==> src/rtl/bcd_7seg_pkg.sv <==
// Shared constants for the BCD-to-7-segment display path.
// Segment vectors are {a,b,c,d,e,f,g} with a in bit 6.
package bcd_7seg_pkg;

    localparam int unsigned SEG_W = 7;

    localparam int unsigned SEG_A = 6;
    localparam int unsigned SEG_B = 5;
    localparam int unsigned SEG_C = 4;
    localparam int unsigned SEG_D = 3;
    localparam int unsigned SEG_E = 2;
    localparam int unsigned SEG_F = 1;
    localparam int unsigned SEG_G = 0;

    localparam logic [SEG_W-1:0] SEG_0     = 7'b1111110;
    localparam logic [SEG_W-1:0] SEG_1     = 7'b0110000;
    localparam logic [SEG_W-1:0] SEG_2     = 7'b1101101;
    localparam logic [SEG_W-1:0] SEG_3     = 7'b1111001;
    localparam logic [SEG_W-1:0] SEG_4     = 7'b0110011;
    localparam logic [SEG_W-1:0] SEG_5     = 7'b1011011;
    localparam logic [SEG_W-1:0] SEG_6     = 7'b1011111;
    localparam logic [SEG_W-1:0] SEG_7     = 7'b1110000;
    localparam logic [SEG_W-1:0] SEG_8     = 7'b1111111;
    localparam logic [SEG_W-1:0] SEG_9     = 7'b1111011;
    localparam logic [SEG_W-1:0] SEG_BLANK = 7'b0000000;
    localparam logic [SEG_W-1:0] SEG_DASH  = 7'b0000001;

    typedef enum logic {
        IDLE = 1'b0,
        SCAN = 1'b1
    } scan_state_e;

endpackage

==> src/rtl/bcd_seg_decode.sv <==
// Combinational BCD digit to 7-segment pattern; codes 10..15 render as a dash.
module bcd_seg_decode
    import bcd_7seg_pkg::*;
(
    input  logic [3:0]       code,
    input  logic             blank,
    output logic [SEG_W-1:0] seg_c
);

    always_comb begin
        seg_c = SEG_DASH;
        if (blank) begin
            seg_c = SEG_BLANK;
        end else begin
            case (code)
                4'd0:    seg_c = SEG_0;
                4'd1:    seg_c = SEG_1;
                4'd2:    seg_c = SEG_2;
                4'd3:    seg_c = SEG_3;
                4'd4:    seg_c = SEG_4;
                4'd5:    seg_c = SEG_5;
                4'd6:    seg_c = SEG_6;
                4'd7:    seg_c = SEG_7;
                4'd8:    seg_c = SEG_8;
                4'd9:    seg_c = SEG_9;
                default: seg_c = SEG_DASH;
            endcase
        end
    end

endmodule

==> src/rtl/bcd_7seg_scan.sv <==
// Multiplexed multi-digit 7-segment scanner with per-frame snapshot,
// dead-time between digits and optional leading-zero blanking.
module bcd_7seg_scan
    import bcd_7seg_pkg::*;
#(
    parameter int unsigned NUM_DIGITS     = 4,
    parameter int unsigned DIV            = 50000,
    parameter int unsigned COM_ACTIVE_LOW = 1,
    parameter int unsigned BLANK_LEADING  = 1
) (
    input  logic                    clk,
    input  logic                    rst,
    input  logic                    enable,
    input  logic [4*NUM_DIGITS-1:0] bcd_in,
    input  logic [NUM_DIGITS-1:0]   dp_in,
    output logic [SEG_W-1:0]        Segment,
    output logic                    dp,
    output logic [NUM_DIGITS-1:0]   digit_sel,
    output logic                    frame_done
);

    localparam int unsigned PRE_W = (DIV > 1) ? $clog2(DIV) : 1;
    localparam int unsigned IDX_W = (NUM_DIGITS > 1) ? $clog2(NUM_DIGITS) : 1;
    localparam int unsigned BCD_W = 4 * NUM_DIGITS;

    localparam logic [PRE_W-1:0]      PRE_LAST = PRE_W'(DIV - 1);
    localparam logic [IDX_W-1:0]      IDX_LAST = IDX_W'(NUM_DIGITS - 1);
    localparam logic [NUM_DIGITS-1:0] SEL_OFF  = {NUM_DIGITS{COM_ACTIVE_LOW != 0}};

    scan_state_e            state, state_n;
    logic [PRE_W-1:0]       presc, presc_n;
    logic [IDX_W-1:0]       idx, idx_n;
    logic [BCD_W-1:0]       snap, snap_n;
    logic [NUM_DIGITS-1:0]  snap_dp, snap_dp_n;

    logic [3:0]             code_n;
    logic                   blank_n;
    logic                   dp_n;
    logic                   fd_n;
    logic [NUM_DIGITS-1:0]  sel_n;
    logic [NUM_DIGITS-1:0]  zero_tail;
    logic [SEG_W-1:0]       seg_n;

    // Next state, prescaler, digit index and snapshot
    always_comb begin
        state_n   = state;
        presc_n   = presc;
        idx_n     = idx;
        snap_n    = snap;
        snap_dp_n = snap_dp;
        case (state)
            IDLE: begin
                presc_n = '0;
                idx_n   = '0;
                if (enable) begin
                    state_n   = SCAN;
                    snap_n    = bcd_in;
                    snap_dp_n = dp_in;
                end
            end
            SCAN: begin
                if (!enable) begin
                    state_n = IDLE;
                    presc_n = '0;
                    idx_n   = '0;
                end else if (presc == PRE_LAST) begin
                    presc_n = '0;
                    if (idx == IDX_LAST) begin
                        idx_n     = '0;
                        snap_n    = bcd_in;
                        snap_dp_n = dp_in;
                    end else begin
                        idx_n = idx + IDX_W'(1);
                    end
                end else begin
                    presc_n = presc + PRE_W'(1);
                end
            end
            default: state_n = IDLE;
        endcase
    end

    // Outputs are decoded from the values being loaded so they line up with them
    always_comb begin
        code_n  = 4'd0;
        dp_n    = 1'b0;
        blank_n = 1'b1;
        fd_n    = 1'b0;
        sel_n   = SEL_OFF;

        zero_tail[NUM_DIGITS-1] = (snap_n[BCD_W-1 -: 4] == 4'd0);
        for (int k = NUM_DIGITS - 2; k >= 0; k--) begin
            zero_tail[k] = zero_tail[k+1] && (snap_n[4*k +: 4] == 4'd0);
        end

        if (state_n == SCAN) begin
            for (int unsigned k = 0; k < NUM_DIGITS; k++) begin
                if (idx_n == IDX_W'(k)) begin
                    code_n  = snap_n[4*k +: 4];
                    dp_n    = snap_dp_n[k];
                    blank_n = (BLANK_LEADING != 0) && (k != 0) && zero_tail[k];
                    if (presc_n != '0) begin
                        sel_n[k] = ~SEL_OFF[k];
                    end
                end
            end
            fd_n = (presc_n == PRE_LAST) && (idx_n == IDX_LAST);
        end
    end

    bcd_seg_decode u_decode (
        .code  (code_n),
        .blank (blank_n),
        .seg_c (seg_n)
    );

    always_ff @(posedge clk or posedge rst) begin
        if (rst) begin
            state      <= IDLE;
            presc      <= '0;
            idx        <= '0;
            snap       <= '0;
            snap_dp    <= '0;
            Segment    <= SEG_BLANK;
            dp         <= 1'b0;
            digit_sel  <= SEL_OFF;
            frame_done <= 1'b0;
        end else begin
            state      <= state_n;
            presc      <= presc_n;
            idx        <= idx_n;
            snap       <= snap_n;
            snap_dp    <= snap_dp_n;
            Segment    <= seg_n;
            dp         <= dp_n;
            digit_sel  <= sel_n;
            frame_done <= fd_n;
        end
    end

endmodule

==> config.mk <==
export PLATFORM = sky130hd
export DESIGN_NAME = bcd_7seg_scan
export DESIGN_NICKNAME = d
export VERILOG_FILES = /design/src/rtl/bcd_7seg_pkg.sv /design/src/rtl/bcd_seg_decode.sv /design/src/rtl/bcd_7seg_scan.sv
export SDC_FILE = /design/constraint.sdc
export NUM_CORES = 1
export LEC_CHECK = 0
export BUFFER_PORTS_ARGS = -buffer_cell sky130_fd_sc_hd__buf_2
export CORE_UTILIZATION = 30
export CTS_BUF_LIST = sky130_fd_sc_hd__clkbuf_4 sky130_fd_sc_hd__clkbuf_8 sky130_fd_sc_hd__clkbuf_16
export CTS_CLUSTER_SIZE = 12
export DETAILED_ROUTE_END_ITERATION = 10
export GPL_ROUTABILITY_DRIVEN = 0
export PLACE_DENSITY = 0.52
export SYNTH_ARGS = -nofsm -noshare
export SYNTH_HDL_FRONTEND = slang
export SYNTH_SLANG_ARGS = --single-unit
==> constraint.sdc <==
create_clock -name clk -period 4.21 [get_ports clk]
set_clock_uncertainty 0.05 [all_clocks]
set_input_delay 0.2105 -clock clk [delete_from_list [all_inputs] [get_ports clk]]
set_output_delay 0.2105 -clock clk [all_outputs]
set_load 0.1 [all_outputs]
---- Yosys cells after proc, flatten, opt, wreduce, memory -nomap -nowiden ----
Memories as Yosys holds them, arrays and structs flattened.
Cells that the tools add are included.
storage, ports and cells
  bits in read-only memories .............. 112
  word-level logic and storage cells ...... 68
  input bits .............................. 23
  latch bits .............................. 0
  output and inout bits ................... 13
  memory bits (writable) .................. 0
  register bits after elaboration ......... 52
  memories ................................ 1
cells by class
  $lt $le $gt $ge ......................... 0
  shift-type cells ........................ 0
  bitwise logic cells ..................... 1
  add/subtract/negate cells ............... 2
  div/mod/pow operators ................... 0
  multiply operators ...................... 0
  mux-type cells .......................... 41
  reductions and logical operators ........ 8
  equality and inequality tests ........... 6
memory list
  name             words  width  read ports  clocked after Yosys merged registers in  wr ports  line                  source
  (no name shown)  16     7      1           0                                        0         bcd_seg_decode.sv:15  case (code)
operator list
  kind                   number
  $mux 16                6
  $pmux 16 s2            2
  $mux 4                 10
  $eq 16x16->1 const B   2
  $mux 1                 17
  $add 16x1->16 const B  1
  $reduce_bool 16->1     1
  $logic_not 4->1        3
  $pmux 4 s2             1
  $mux 7                 1
  $eq 2x2->1 const B     3
  $mux 2                 3
  $pmux 2 s2             1
  $logic_and 1x1->1      3
  $add 2x1->2 const B    1
  $eq 2x1->1 const B     1
  $logic_not 2->1        1
  $not 1->1              1

---- Logic depth before layout (Yosys ltp) ----
Gate-level depths: netlist of the first run.
  depth after elaboration ................. 13
  mapped depth ............................ 15
  depth with buffers taken out ............ 12

---- Cells and area by module ----
From an unflattened synthesis of the first run, not the netlist that was laid out.
unflattened totals
  cell total of the unflattened synthesis .. 270
  area, all modules ....................... 2855.2 um2
modules (own cells, without submodules)
  module          area each (um2)  instances  cells each  sequential area each (um2)
  bcd_7seg_scan   2636.3           1          237         1306.3
  bcd_seg_decode  219.0            1          33          0.0

---- Worst setup path after synthesis of the first run ----
Ideal clock, no wire load.
  path kind ............................... register -> register
  start ................................... reg presc[5]
  end ..................................... reg Segment[6]
  buffers on the path ..................... 3
  clock period less this slack ............ 3.902 ns
  slack ................................... 0.308 ns
  setup time .............................. 0.076 ns
  data arrival time ....................... 3.776 ns
  cell stages (with the launch flop) ...... 14
  required time ........................... 4.084 ns
  path through ............................ dfrtp_1 -> buf_6 -> or3_4 -> or4_1 -> buf_2 -> o32ai_4 -> buf_4 -> mux2_2 -> mux2_2 -> a32oi_1 -> inv_1 -> ha_1 -> mux2_1 -> o21ai_1
between the ends
  elaborated cells between the ends (all ways) .. 28
  those cells by class .................... eq/ne (4); mux (17); reduce/logical (6); memory (1)
RTL lines
  what                                                  line                  source
  start, declared                                       bcd_7seg_scan.sv:31   logic [PRE_W-1:0] presc, presc_n;
  start signal, assigned                                bcd_7seg_scan.sv:130  presc <= presc_n;
  $eq 16x16->1 (*)                                      bcd_7seg_scan.sv:66   end else if (presc == PRE_LAST) begin
  $mux 16 (*)                                           bcd_7seg_scan.sv:66
  $mux 16 (*)                                           bcd_7seg_scan.sv:62   if (!enable) begin
  $pmux 16 s2 (*)                                       bcd_7seg_scan.sv:51   case (state)
  net snap_n[4]                                         bcd_7seg_scan.sv:33   logic [BCD_W-1:0] snap, snap_n;
  branches (longest 6 deep; another with $mem_v2 16x7)  --
  $mux 7 (*)                                            bcd_seg_decode.sv:12  if (blank) begin
  net seg_n[6]                                          bcd_7seg_scan.sv:42   logic [SEG_W-1:0] seg_n;
  end signal, assigned                                  bcd_7seg_scan.sv:134  Segment <= seg_n;
  end, declared                                         bcd_7seg_scan.sv:16   output logic [SEG_W-1:0] Segment,
Mark *: on every way through the listed nets, which the timed path passes.

---- Worst setup path after layout of the first run ----
  start ................................... reg presc[4]
  end ..................................... reg Segment[6]
between the ends
  word-level cells in the longest chain between the ends .. 12
  elaborated cells between the ends (all ways) .. 28
  those cells by class .................... eq/ne (4); mux (17); reduce/logical (6); memory (1)
RTL lines
  what                  line                  source
  $eq 16x16->1 (*)      bcd_7seg_scan.sv:66
  $mux 2 (*)            bcd_7seg_scan.sv:66
  $mux 2 (*)            bcd_7seg_scan.sv:62
  $pmux 2 s2 (*)        bcd_7seg_scan.sv:51
  net idx_n[1]          bcd_7seg_scan.sv:32   logic [IDX_W-1:0] idx, idx_n;
  $logic_not 2->1       bcd_7seg_scan.sv:98   if (idx_n == IDX_W'(k)) begin
  $mux 4 (4 in series)  bcd_7seg_scan.sv:98
  $mux 4                bcd_7seg_scan.sv:96   if (state_n == SCAN) begin
  $mem_v2 16x7          --
  $mux 7 (*)            bcd_seg_decode.sv:12
  net seg_n[6]          bcd_7seg_scan.sv:42
The timed path passes the listed nets; every way through them passes the cells marked *.

==> results of run 1 <==
-- where the power goes --
group          internal, mW  switching, mW
logic                0.0779          0.169
registers             0.540         0.0208
clock network         0.130          0.168
-- area by class of cell --
cell class	count	area share, %
Timing Repair Buffer	41	6.73
Inverter	15	1.72
Clock buffer	7	2.56
Tap cell	129	4.93
Sequential cell	52	39.9
Multi-Input combinational cell	200	44.0
Clock inverter	1	0.153
-- cells by family (layout without fill, tap and decap cells) --
family,count (synthesis),count (layout)
simple gates,102,102
flops,52,52
compound gates,43,43
mux,32,32
buf+inv,24,64
xor+xnor,15,15
fa+ha+maj,8,8
-- how the worst max path moves through the flow --
stage | startpoint | slack [ns] | endpoint
floorplan | presc[5]$_DFF_PP0_ | 0.31 | Segment[6]$_DFF_PP0_
global placement | presc[4]$_DFF_PP0_ | 0.25 | Segment[6]$_DFF_PP0_
detailed placement | presc[4]$_DFF_PP0_ | 0.26 | Segment[6]$_DFF_PP0_
CTS | presc[4]$_DFF_PP0_ | 0.19 | Segment[6]$_DFF_PP0_
global route | presc[4]$_DFF_PP0_ | 0.006 | Segment[6]$_DFF_PP0_
finish | presc[4]$_DFF_PP0_ | 0.21 | Segment[6]$_DFF_PP0_
-- metal layers --
layer,wire length (um),vias to the layer above
met2,3040,49
met1,3370,1063
met4,150,0
li1,-,1074
met5,0,-
met3,282,12
-- flip-flops by register name, summed over array words and instances, names as in the netlist --
name,cells
presc,16
snap_dp,4
digit_sel,4
state,1
dp,1
idx,2
frame_done,1
Segment,7
snap,16
-- cell usage after synthesis (2+ instances only) --
library cell and n:
sky130_fd_sc_hd__nand3_1 13, sky130_fd_sc_hd__nand2_1 15, sky130_fd_sc_hd__dfrtp_1 48, sky130_fd_sc_hd__nor4_1 11, sky130_fd_sc_hd__or4_1 2, sky130_fd_sc_hd__ha_1 8, sky130_fd_sc_hd__xnor2_1 7, sky130_fd_sc_hd__a21o_1 3
sky130_fd_sc_hd__or3_1 2, sky130_fd_sc_hd__o41ai_1 2, sky130_fd_sc_hd__or2_2 3, sky130_fd_sc_hd__inv_1 13, sky130_fd_sc_hd__o21ai_1 5, sky130_fd_sc_hd__mux2_2 21, sky130_fd_sc_hd__and3_1 5, sky130_fd_sc_hd__nor2_1 29
sky130_fd_sc_hd__a21oi_1 5, sky130_fd_sc_hd__and4_1 2, sky130_fd_sc_hd__and2_1 2, sky130_fd_sc_hd__a211oi_1 4, sky130_fd_sc_hd__a31oi_1 4, sky130_fd_sc_hd__mux2i_1 9, sky130_fd_sc_hd__xor2_1 8, sky130_fd_sc_hd__dfstp_2 4
sky130_fd_sc_hd__nor3_1 8, sky130_fd_sc_hd__clkbuf_1 4, sky130_fd_sc_hd__o21ai_0 7, sky130_fd_sc_hd__nand4_1 3, sky130_fd_sc_hd__buf_2 3
-- per-stage QoR --
stage	hold WS [ns]	utilization (%)	instances
floorplan	0.192	-	276
detailed placement	0.392	34.5	437
finish	0.0227	35.4	445
global route	0.0695	35.4	445
global placement	0.388	34.5	437
CTS	0.0475	35.4	445
-- worst min-delay path: cells and delay by family --
family | cells | cell delay (ns)
buf+inv | 3 | 0.66
==> results.env, run 1 <==
OUTCOME='completed'
REGAREA_UM2=1310
NUMBER_OF_CLOCK_SINKS=52
PORT_BUFFERS=35
FRACTION_OF_THE_MAPPED_NETLIST_AREA_IN_COMPOUND_GATES_PCT=11.5
SYN-NUM-NETS=307
STARTING_DENSITY_OF_THE_CORE_PCT=30.9
POSTCTSRESIZEDCELLS=0
CLK_TRANSITION_REPORTED_PATHS_NS=0.10
SYNTHCELLS=276
DETAIL_ROUTE.VIAS_PER_CELL=4.94
CRITPATHKIND='flop to flop'
CORE.ROWCOUNT=35
CLOCK_LATENCY_NS=0.32
POST-CTS-SETUP-BUFFERS=0
GRT_BUSIEST_LAYER='met2'
TIMING.CRITICAL_PATH.SLOWEST_CELL_DELAY_NS=0.62
RELATIVE_SLEW_SLACK_PCT=54.1
SYNTH_TOP_CELL_BY_AREA='sky130_fd_sc_hd__dfrtp_1'
FINAL.SETUP.WORST_SLACK_NS=0.205
AVGSYNTHCELLAREA_UM2=10.3
MAX_CLOCK_FREQ_GHz=0.250
MOST-COMMON-LAYOUT-CELLS='sky130_fd_sc_hd__dfrtp_1, sky130_fd_sc_hd__buf_2, sky130_fd_sc_hd__nor2_1'
CP.BUFFERS_INVERTERS=3
POST-SYNTH-TOP-AREA-FRACTION_PCT=42.1
TIMING.FINAL.MAX_SLEW_VIOLATIONS=0
GRT.MET3_USAGE_PCT=2.53
RSZ0062_AT_GRT='false'
CTS.HOLD.BUFFERS_ADDED=0
SYNTH_ENABLE_FLOP_CELLS=0
SETUP_TOTAL_NEGATIVE_SLACK_NS=0
POST_ROUTE_DRC=0
TRITONCTS.NUM_BUFFERS=5
TIMING.CRITICAL_PATH.DEPTH=12
YOSYS_REGISTER_BITS=52
DRT.ANTENNA.VIOLATING_NETS=0
SYNTH.TOP_CELLS.BY_AREA='sky130_fd_sc_hd__dfrtp_1, sky130_fd_sc_hd__mux2_2, sky130_fd_sc_hd__nor2_1'
DISTINCT_CELL_TYPE_COUNT_AFTER_SYNTHESIS=55
LAYOUT_WORST_PATH_CYCLE_SHARE_PCT=95.1
HEIGHT_OF_THE_DIE_UM=99.5
FINALHOLDVIOLCOUNT=0
SYNTH_FLOP_CELL='sky130_fd_sc_hd__dfrtp_1'
ROUTE.DETAILED.WL_PER_INST_UM=15.4
AREA.GROWTH.SYNTH_TO_FINAL_PCT=14.8
SYNTH_FA_HA_AREA_SHARE_PCT=3.51
FIN_CRIT_NS=4.00
R2R_START='presc[4]$_DFF_PP0_'
FIRST_ITER_VIOLATIONS=123
DR_TOTAL_VIAS=2198
TRITONCTS='built'
POWER-PER-CELL-AREA_nW_PER_UM2=338
SYNTH_MUX_AREA_SHARE_PCT=12.4
WORST-PATH-MAX-FANOUT=10
P_LEAK_nW=1.41
ALL_LAYER_GLOBAL_ROUTING_USAGE_PCT=15.3
POST_SYNTH_AND_OR_NAND_NOR_AREA_FRACTION_PCT=18.6
DPL_WORST_SLACK_NS=0.258
SYNTH_TOP_FAMILY_BY_AREA='simple AND/OR/NAND/NOR gates'
GRT_FIRST_PASS_WIRELENGTH_UM=11700
REQUIRED_NS=4.40
MAX_SLEW.WORST_PIN.SLEW_NS=0.689
GRT_MAX_DEGREE=53
SETUP_SLACK_REG_TO_REG_NS=0.21
SETUP_VIOL=0
TIMING.RR.END='Segment[6]$_DFF_PP0_'
POST-DP-HPWL_UM=5090
POST_SYNTH_XOR_AREA_FRACTION_PCT=4.61
LAYOUT.CELLS.MOST_COMMON='sky130_fd_sc_hd__dfrtp_1'
CRIT_PATH_END_KIND='flop'
YOSYSWARNINGCOUNT=0
DESIGN.DIE.AREA_UM2=9900
DIE_W_UM=99.5
RR_WORST_DEPTH=12
DETAILEDROUTE.FIRSTPASSITERATIONCOUNT=4
AREA_OF_THE_MULTI_INPUT_GATES_UM2=1440
CTS_ROOT_BUFFER='sky130_fd_sc_hd__clkbuf_8'
N_ANTENNA_CELL=0
MIN_PATH_TYPE='primary input to asynchronous set/reset pin'
ARRIVAL_NS=4.19
PEAKVDDDROP_V=0.000142
LAYOUT.FILLER_CELLS=944
FINAL_LAYOUT_SIZE_SUFFIX_GT1_SHARE_PCT=27.5
FINAL_CELL_AREA_UM2=3270
USE_MET2_PCT=24.4
POSTPLACECELLAREA_UM2=3180
POSTROUTEWIRELENGTH_UM=6840
MET1_USAGE_PCT=20.9
DESIGN.FINAL.NETS=346
WORSTPATHCELLLIST='or3_4 > or4_1 > buf_4 > o21ai_1 > a21o_1 > inv_2 > mux2_2 > a32oi_1 > inv_1 > ha_1 > mux2_1 > o21ai_1'
FLOORPLAN.IO_PINS=36
PATH_DELAY_FAMILY='simple AND/OR/NAND/NOR gates'
FP.COREAREA_UM2=9240
ASYNCSETRESETFLOPFRACSYNTH_PCT=100
MAPPEDNETLISTAREA_UM2=2850
CTS-ROOT-TO-SINK-BUFFERS=2
GRT_REMAINING_OVERFLOW=0
SLOWEST_STAGE='sky130_fd_sc_hd__or4_1'
DRV.MAX_CAP_VIOLATION_COUNT=0
PATH_COMMON_CELL='sky130_fd_sc_hd__o21ai_1'
SEQ_AREA_FRAC_SYNTH_PCT=45.8
CRITICAL_PATH.STARTPOINT_TYPE='flop'
ANTENNA_FOUND_INITIAL=0
VIA_COUNT_OF_THE_FIRST_GLOBAL_ROUTING_PASS=2330
FINALPOWER_mW=1.11
CTS_MAX_LEVEL=2
No activity file was read; power rests on OpenSTA's default activity.
==> run 2: changes to the inputs <==
--- a/config.mk
+++ b/config.mk
@@ -11,7 +11,7 @@
 export CTS_CLUSTER_SIZE = 12
 export DETAILED_ROUTE_END_ITERATION = 10
 export GPL_ROUTABILITY_DRIVEN = 0
-export PLACE_DENSITY = 0.52
+export PLACE_DENSITY_LB_ADDON = 0.2
 export SYNTH_ARGS = -nofsm -noshare
 export SYNTH_HDL_FRONTEND = slang
 export SYNTH_SLANG_ARGS = --single-unit
==> run 2 against run 1 <==
First-iteration DRC count down 37%. Setup slack better by 0.035 ns. Combinational power about the same. Sequential share of layout area down 0.14 points. Cell area rose by 0.34%. Global-route usage decreased by 0.35 points. Clock power barely moved. Wire length is 1.2% lower. Critical path depth stayed put. Final cell count up 0.22%.
==> results.env, run 2 (synthesis gave the netlist of run 1 again) <==
CRITPATHKIND='flop to flop'
LAYOUT_WORST_PATH_CYCLE_SHARE_PCT=94.3
DETAIL_ROUTE.VIAS_PER_CELL=4.85
CTS.HOLD.BUFFERS_ADDED=0
SETUP_TOTAL_NEGATIVE_SLACK_NS=0
DRV.MAX_CAP_VIOLATION_COUNT=0
N_ANTENNA_CELL=0
POST_ROUTE_DRC=0
NUMBER_OF_CLOCK_SINKS=52
ANTENNA_FOUND_INITIAL=0
MAX_CLOCK_FREQ_GHz=0.252
GRT_FIRST_PASS_WIRELENGTH_UM=11500
FINALHOLDVIOLCOUNT=0
TRITONCTS.NUM_BUFFERS=5
SETUP_VIOL=0
POST-DP-HPWL_UM=5050
PEAKVDDDROP_V=0.000174
CLK_TRANSITION_REPORTED_PATHS_NS=0.10
FINAL_LAYOUT_SIZE_SUFFIX_GT1_SHARE_PCT=27.8
RR_WORST_DEPTH=12
DESIGN.DIE.AREA_UM2=9900
TIMING.FINAL.MAX_SLEW_VIOLATIONS=0
FIRST_ITER_VIOLATIONS=77
REG_TOP3='presc (16), snap (16), Segment (7)'
POWER-PER-CELL-AREA_nW_PER_UM2=337
DR_TOTAL_VIAS=2162
REQUIRED_NS=4.39
P_LEAK_nW=1.42
MIN_PATH_TYPE='primary input to asynchronous set/reset pin'
FIN_CRIT_NS=3.97
POSTCTSRESIZEDCELLS=0
OUTCOME='completed'
FLOORPLAN.IO_PINS=36
DIE_W_UM=99.5
HEIGHT_OF_THE_DIE_UM=99.5
GRT_MAX_DEGREE=53
CTS_MAX_LEVEL=2
MAX_SLEW.WORST_PIN.SLEW_NS=0.681
RSZ0062_AT_GRT='false'
LAYOUT.CELLS.MOST_COMMON='sky130_fd_sc_hd__dfrtp_1'
CTS-ROOT-TO-SINK-BUFFERS=2
ARRIVAL_NS=4.15
CTS_ROOT_BUFFER='sky130_fd_sc_hd__clkbuf_8'
VIA_COUNT_OF_THE_FIRST_GLOBAL_ROUTING_PASS=2256
ROUTE.DETAILED.WL_PER_INST_UM=15.2
RELATIVE_SLEW_SLACK_PCT=54.6
WORST-PATH-MAX-FANOUT=10
FINALPOWER_mW=1.11
POST-CTS-SETUP-BUFFERS=0
DESIGN.FINAL.NETS=347
AREA.GROWTH.SYNTH_TO_FINAL_PCT=15.2
CRITICAL_PATH.STARTPOINT_TYPE='flop'
CORE.ROWCOUNT=35
POSTROUTEWIRELENGTH_UM=6760
GRT_REMAINING_OVERFLOW=0
CLOCK_LATENCY_NS=0.31
CRIT_PATH_END_KIND='flop'
ALL_LAYER_GLOBAL_ROUTING_USAGE_PCT=14.9
TRITONCTS='built'
PORT_BUFFERS=35
FP.COREAREA_UM2=9240
DRT.ANTENNA.VIOLATING_NETS=0
STARTING_DENSITY_OF_THE_CORE_PCT=30.9
DETAILEDROUTE.FIRSTPASSITERATIONCOUNT=5
MOST-COMMON-LAYOUT-CELLS='sky130_fd_sc_hd__dfrtp_1, sky130_fd_sc_hd__buf_2, sky130_fd_sc_hd__nor2_1'
[run 2: layer usage]
| layer | share of wire, % | global-route usage [%] | up-vias | wire, um |
|---|---|---|---|---|
| met5 | 0 | 0 | - | 0 |
| met4 | 1.4 | 4.30 | 0 | 93 |
| met3 | 3.2 | 2.53 | 9 | 214 |
| met2 | 47 | 24.5 | 40 | 3150 |
| met1 | 49 | 20.3 | 1042 | 3300 |
| li1 | - | - | 1071 | - |
[run 2: through the flow]
stage                     worst slack, ns  cell area (um^2)  hold slack (ns)  instances  utilization (%)
after floorplan                     0.308              2850            0.192        276                -
after global placement              0.319              3190            0.394        438             34.5
after detailed placement            0.284              3190            0.387        438             34.5
after CTS                           0.251              3280           0.0516        446             35.5
after global routing               0.0486              3280           0.0663        446             35.5
final                               0.241              3280           0.0265        446             35.5
[run 2: worst max-delay path, cell delays in order, from the launching register on]
cell and delay [ns]:
sky130_fd_sc_hd__dfrtp_1 0.47, sky130_fd_sc_hd__or3_4 0.43, sky130_fd_sc_hd__or4_1 0.62, sky130_fd_sc_hd__buf_4 0.21, sky130_fd_sc_hd__o21ai_1 0.19, sky130_fd_sc_hd__a21o_1 0.39
sky130_fd_sc_hd__inv_2 0.19, sky130_fd_sc_hd__mux2_2 0.31, sky130_fd_sc_hd__a32oi_1 0.27, sky130_fd_sc_hd__inv_1 0.13, sky130_fd_sc_hd__ha_1 0.23, sky130_fd_sc_hd__mux2_1 0.28
sky130_fd_sc_hd__o21ai_1 0.12
[run 2: where the power goes]
group          switching (mW)  total, mW  internal (mW)
combinational           0.171      0.249         0.0786
clock                   0.168      0.299          0.132
sequential             0.0199      0.560          0.540
[run 2: path summary, 6_finish.rpt]
path	start	to	slack [ns]
min in group clk	enable	state$_DFF_PP0_	0.07
max in group asynchronous	rst	snap_dp[3]$_DFF_PP0_	3.63
worst min register to register	snap[0]$_DFF_PP0_	snap[0]$_DFF_PP0_	0.46
worst max-delay path	presc[4]$_DFF_PP0_	Segment[6]$_DFF_PP0_	0.24
worst min-delay path	rst	presc[10]$_DFF_PP0_	0.03
worst max register to register	presc[4]$_DFF_PP0_	Segment[6]$_DFF_PP0_	0.24
[run 2: area by class of cell]
class,count,area (um^2)
inverter,15,56.3
clock buffer,6,82.6
fill,946,5960
sequential,52,1310
timing repair buffer,42,228
tap,129,161
multi-input combinational,200,1440
clock inverter,2,10.0
==> run 3: changes to the inputs <==
--- a/config.mk
+++ b/config.mk
@@ -5,13 +5,14 @@
 export SDC_FILE = /design/constraint.sdc
 export NUM_CORES = 1
 export LEC_CHECK = 0
+export ABC_AREA = 1
 export BUFFER_PORTS_ARGS = -buffer_cell sky130_fd_sc_hd__buf_2
 export CORE_UTILIZATION = 30
 export CTS_BUF_LIST = sky130_fd_sc_hd__clkbuf_4 sky130_fd_sc_hd__clkbuf_8 sky130_fd_sc_hd__clkbuf_16
 export CTS_CLUSTER_SIZE = 12
 export DETAILED_ROUTE_END_ITERATION = 10
 export GPL_ROUTABILITY_DRIVEN = 0
-export PLACE_DENSITY_LB_ADDON = 0.2
+export PLACE_DENSITY = 0.59
 export SYNTH_ARGS = -nofsm -noshare
 export SYNTH_HDL_FRONTEND = slang
 export SYNTH_SLANG_ARGS = --single-unit
==> run 3 against run 2 <==
Final cell count grew 48%. Combinational power rose by 7%. Sequential share of layout area decreased by 7.1 points. Sequential power shrank 2%. Die area rose by 23%. Critical path depth is 3 higher. Setup slack improved by 1.0 ns. Clock power up 58%. Power up 16%.
==> results.env, run 3 <==
OUTCOME='completed'
REQUIRED_NS=4.35
NUMBER_OF_CLOCK_SINKS=52
LAYOUT.FILLER_CELLS=1212
SYNTHCELLS=483
POSTCTSRESIZEDCELLS=0
TRITONCTS='built'
ANTENNA_FOUND_INITIAL=0
VIA_COUNT_OF_THE_FIRST_GLOBAL_ROUTING_PASS=3154
AREA.GROWTH.SYNTH_TO_FINAL_PCT=13.4
SYNTHMOSTINSTANTIATEDCELL='sky130_fd_sc_hd__nand2_1'
CRIT_PATH_END_KIND='flop'
SYNTH_TOP_CELL_BY_AREA='sky130_fd_sc_hd__dfrtp_1'
GRT_FIRST_PASS_WIRELENGTH_UM=15400
AREA_OF_THE_MULTI_INPUT_GATES_UM2=1840
REG_TOP3='presc (16), snap (16), Segment (7)'
DRV.MAX_CAP_VIOLATION_COUNT=0
MAX_SLEW.WORST_PIN.SLEW_NS=0.691
NUMPLACEDINSTANCES=652
POSTROUTEWIRELENGTH_UM=8830
FIRST_ITER_VIOLATIONS=157
FINALPOWER_mW=1.29
CLK_TRANSITION_REPORTED_PATHS_NS=0.07
CORE.ROWCOUNT=39
MIN_PATH_TYPE='primary input to asynchronous set/reset pin'
DRT.ANTENNA.VIOLATING_NETS=0
TIMING.FINAL.MAX_SLEW_VIOLATIONS=0
FINAL-INSTANCE-COUNT-EXCL-FILL=660
POWER-PER-CELL-AREA_nW_PER_UM2=322
LAYOUT_WORST_PATH_CYCLE_SHARE_PCT=70.3
YOSYSWARNINGCOUNT=0
CLOCK_LATENCY_NS=0.29
CRITPATHKIND='flop to flop'
POST_ROUTE_DRC=0
DIE_W_UM=110
SYNTH.TOP_CELLS.BY_AREA='sky130_fd_sc_hd__dfrtp_1, sky130_fd_sc_hd__nand2_1, sky130_fd_sc_hd__inv_1'
DR_TOTAL_VIAS=3185
POSTPLACECELLAREA_UM2=3830
DESIGN.FINAL.NETS=547
ROUTE.DETAILED.WL_PER_INST_UM=13.4
SYNTH_FLOP_CELL='sky130_fd_sc_hd__dfrtp_1'
WORSTPATHCELLLIST='ha_1 > nand3_4 > nor2_2 > nand3_2 > a21oi_2 > o21ai_2 > nand3_1 > nand2_1 > o21ai_2 > inv_1 > ha_1 > inv_1 > nand3_1 > nand2_1 > nor2_2'
POST-CTS-SETUP-BUFFERS=0
CTS.HOLD.BUFFERS_ADDED=0
ALL_LAYER_GLOBAL_ROUTING_USAGE_PCT=15.4
FINAL_CELL_AREA_UM2=4000
WORST-PATH-MAX-FANOUT=16
DETAILEDROUTE.FIRSTPASSITERATIONCOUNT=5
SEQ_AREA_FRAC_SYNTH_PCT=37.0
YOSYS_REGISTER_BITS=52
P_LEAK_nW=2.07
MAX_CLOCK_FREQ_GHz=0.338
RSZ0062_AT_GRT='false'
CRITICAL_PATH.STARTPOINT_TYPE='flop'
TRITONCTS.NUM_BUFFERS=5
FIN_CRIT_NS=2.96
HEIGHT_OF_THE_DIE_UM=110
STARTING_DENSITY_OF_THE_CORE_PCT=30.9
DESIGN.DIE.AREA_UM2=12200
CTS_MAX_LEVEL=2
DPL_WORST_SLACK_NS=1.29
GRT_REMAINING_OVERFLOW=0
SLOWEST_STAGE='sky130_fd_sc_hd__nand3_2'
FINAL_LAYOUT_SIZE_SUFFIX_GT1_SHARE_PCT=22.2
SYNTH_ENABLE_FLOP_CELLS=0
MAPPEDNETLISTAREA_UM2=3530
FINALHOLDVIOLCOUNT=0
PORT_BUFFERS=35
GRT_MAX_DEGREE=53
SYN-NUM-NETS=514
POST-SYNTH-TOP-AREA-FRACTION_PCT=34.1
SETUP_TOTAL_NEGATIVE_SLACK_NS=0
CTS_ROOT_BUFFER='sky130_fd_sc_hd__clkbuf_16'
SETUP_VIOL=0
CTS-ROOT-TO-SINK-BUFFERS=2
DISTINCT_CELL_TYPE_COUNT_AFTER_SYNTHESIS=39
ASYNCSETRESETFLOPFRACSYNTH_PCT=100
SYNTH.CELLS.MOST_FREQUENT='sky130_fd_sc_hd__nand2_1, sky130_fd_sc_hd__inv_1, sky130_fd_sc_hd__dfrtp_1'
TIMING.CRITICAL_PATH.SLOWEST_CELL_DELAY_NS=0.37
DETAIL_ROUTE.VIAS_PER_CELL=4.83
POST-DP-HPWL_UM=6580
PEAKVDDDROP_V=0.000241
FLOORPLAN.IO_PINS=36
FINAL.SETUP.WORST_SLACK_NS=1.25
ARRIVAL_NS=3.10
FP.COREAREA_UM2=11400
MOST-COMMON-LAYOUT-CELLS='sky130_fd_sc_hd__nand2_1, sky130_fd_sc_hd__inv_1, sky130_fd_sc_hd__dfrtp_1'
AVGSYNTHCELLAREA_UM2=7.30
LAYOUT.CELLS.MOST_COMMON='sky130_fd_sc_hd__nand2_1'
RELATIVE_SLEW_SLACK_PCT=54.0
REGAREA_UM2=1310
N_ANTENNA_CELL=0
==> run 3: cell count changes after synthesis, sizes merged, moves of 4 or more <==
cell	before	now
inv	14	82
xor2	8	3
xnor2	7	0
nand2	15	119
a31oi	4	0
nor4	11	3
a21oi	5	20
nand4	3	12
and3	5	0
mux2	23	0
nor2	29	68
mux2i	9	0
o21ai	13	27
nand3	13	50
==> run 3: worst max-delay path: cells and delay by family (launching register included) <==
kind / cells / cell delay, ns
flops: 1 / 0.35
compound gates: 3 / 0.56
fa+ha+maj: 2 / 0.56
buf+inv: 2 / 0.19
simple gates: 8 / 1.13
==> run 3: path summary, 6_finish.rpt <==
path | from | end | slack [ns] | cells past startpoint
min reg2reg | snap[14]$_DFF_PP0_ | snap[14]$_DFF_PP0_ | 0.50 | 2
min | rst | snap_dp[3]$_DFF_PP0_ | 0.06 | 3
max reg2reg | presc[0]$_DFF_PP0_ | Segment[3]$_DFF_PP0_ | 1.25 | 15
min in group clk | bcd_in[4] | snap[4]$_DFF_PP0_ | 0.13 | 3
max | presc[0]$_DFF_PP0_ | Segment[3]$_DFF_PP0_ | 1.25 | 15
max in group asynchronous | rst | snap[8]$_DFF_PP0_ | 3.60 | 3
==> run 3: kinds of logic (layout without fill, tap and decap cells) <==
kind of cell    Yosys count  count (layout)  synth area share (%)
compound gates           60              60                  9.90
xor+xnor                  3               3                 0.745
fa+ha+maj                 8               8                  2.84
buf+inv                  95             129                  10.8
flops                    52              52                  37.0
simple gates            265             265                  38.7
==> run 3: final cells by class <==
type | instances | share of cell area (%)
Clock buffer | 6 | 3.32
Clock inverter | 2 | 0.876
Inverter | 84 | 7.91
Multi-Input combinational cell | 336 | 46.0
Sequential cell | 52 | 32.7
Tap cell | 143 | 4.47
Timing Repair Buffer | 37 | 4.75
==> run 3: report_power, final <==
part | leakage (nW) | switching [mW] | internal (mW) | total, mW
Clock | 0.0843 | 0.185 | 0.287 | 0.472
Sequential | 0.652 | 0.0146 | 0.534 | 0.549
Combinational | 1.34 | 0.197 | 0.0686 | 0.266
==> run 3: routing by layer <==
layer / routed length (um) / global-route usage, %
met5: 0 / 0
met4: 123 / 4.71
met3: 410 / 2.47
met2: 4120 / 24.9
met1: 4180 / 21.1
==> run 3: per-stage QoR <==
step	util [%]	hold slack, ns
floorplan	-	0.192
global placement	33.6	0.392
detailed placement	33.6	0.400
CTS	35.0	0.0827
global route	35.0	0.119
finish	35.0	0.0586
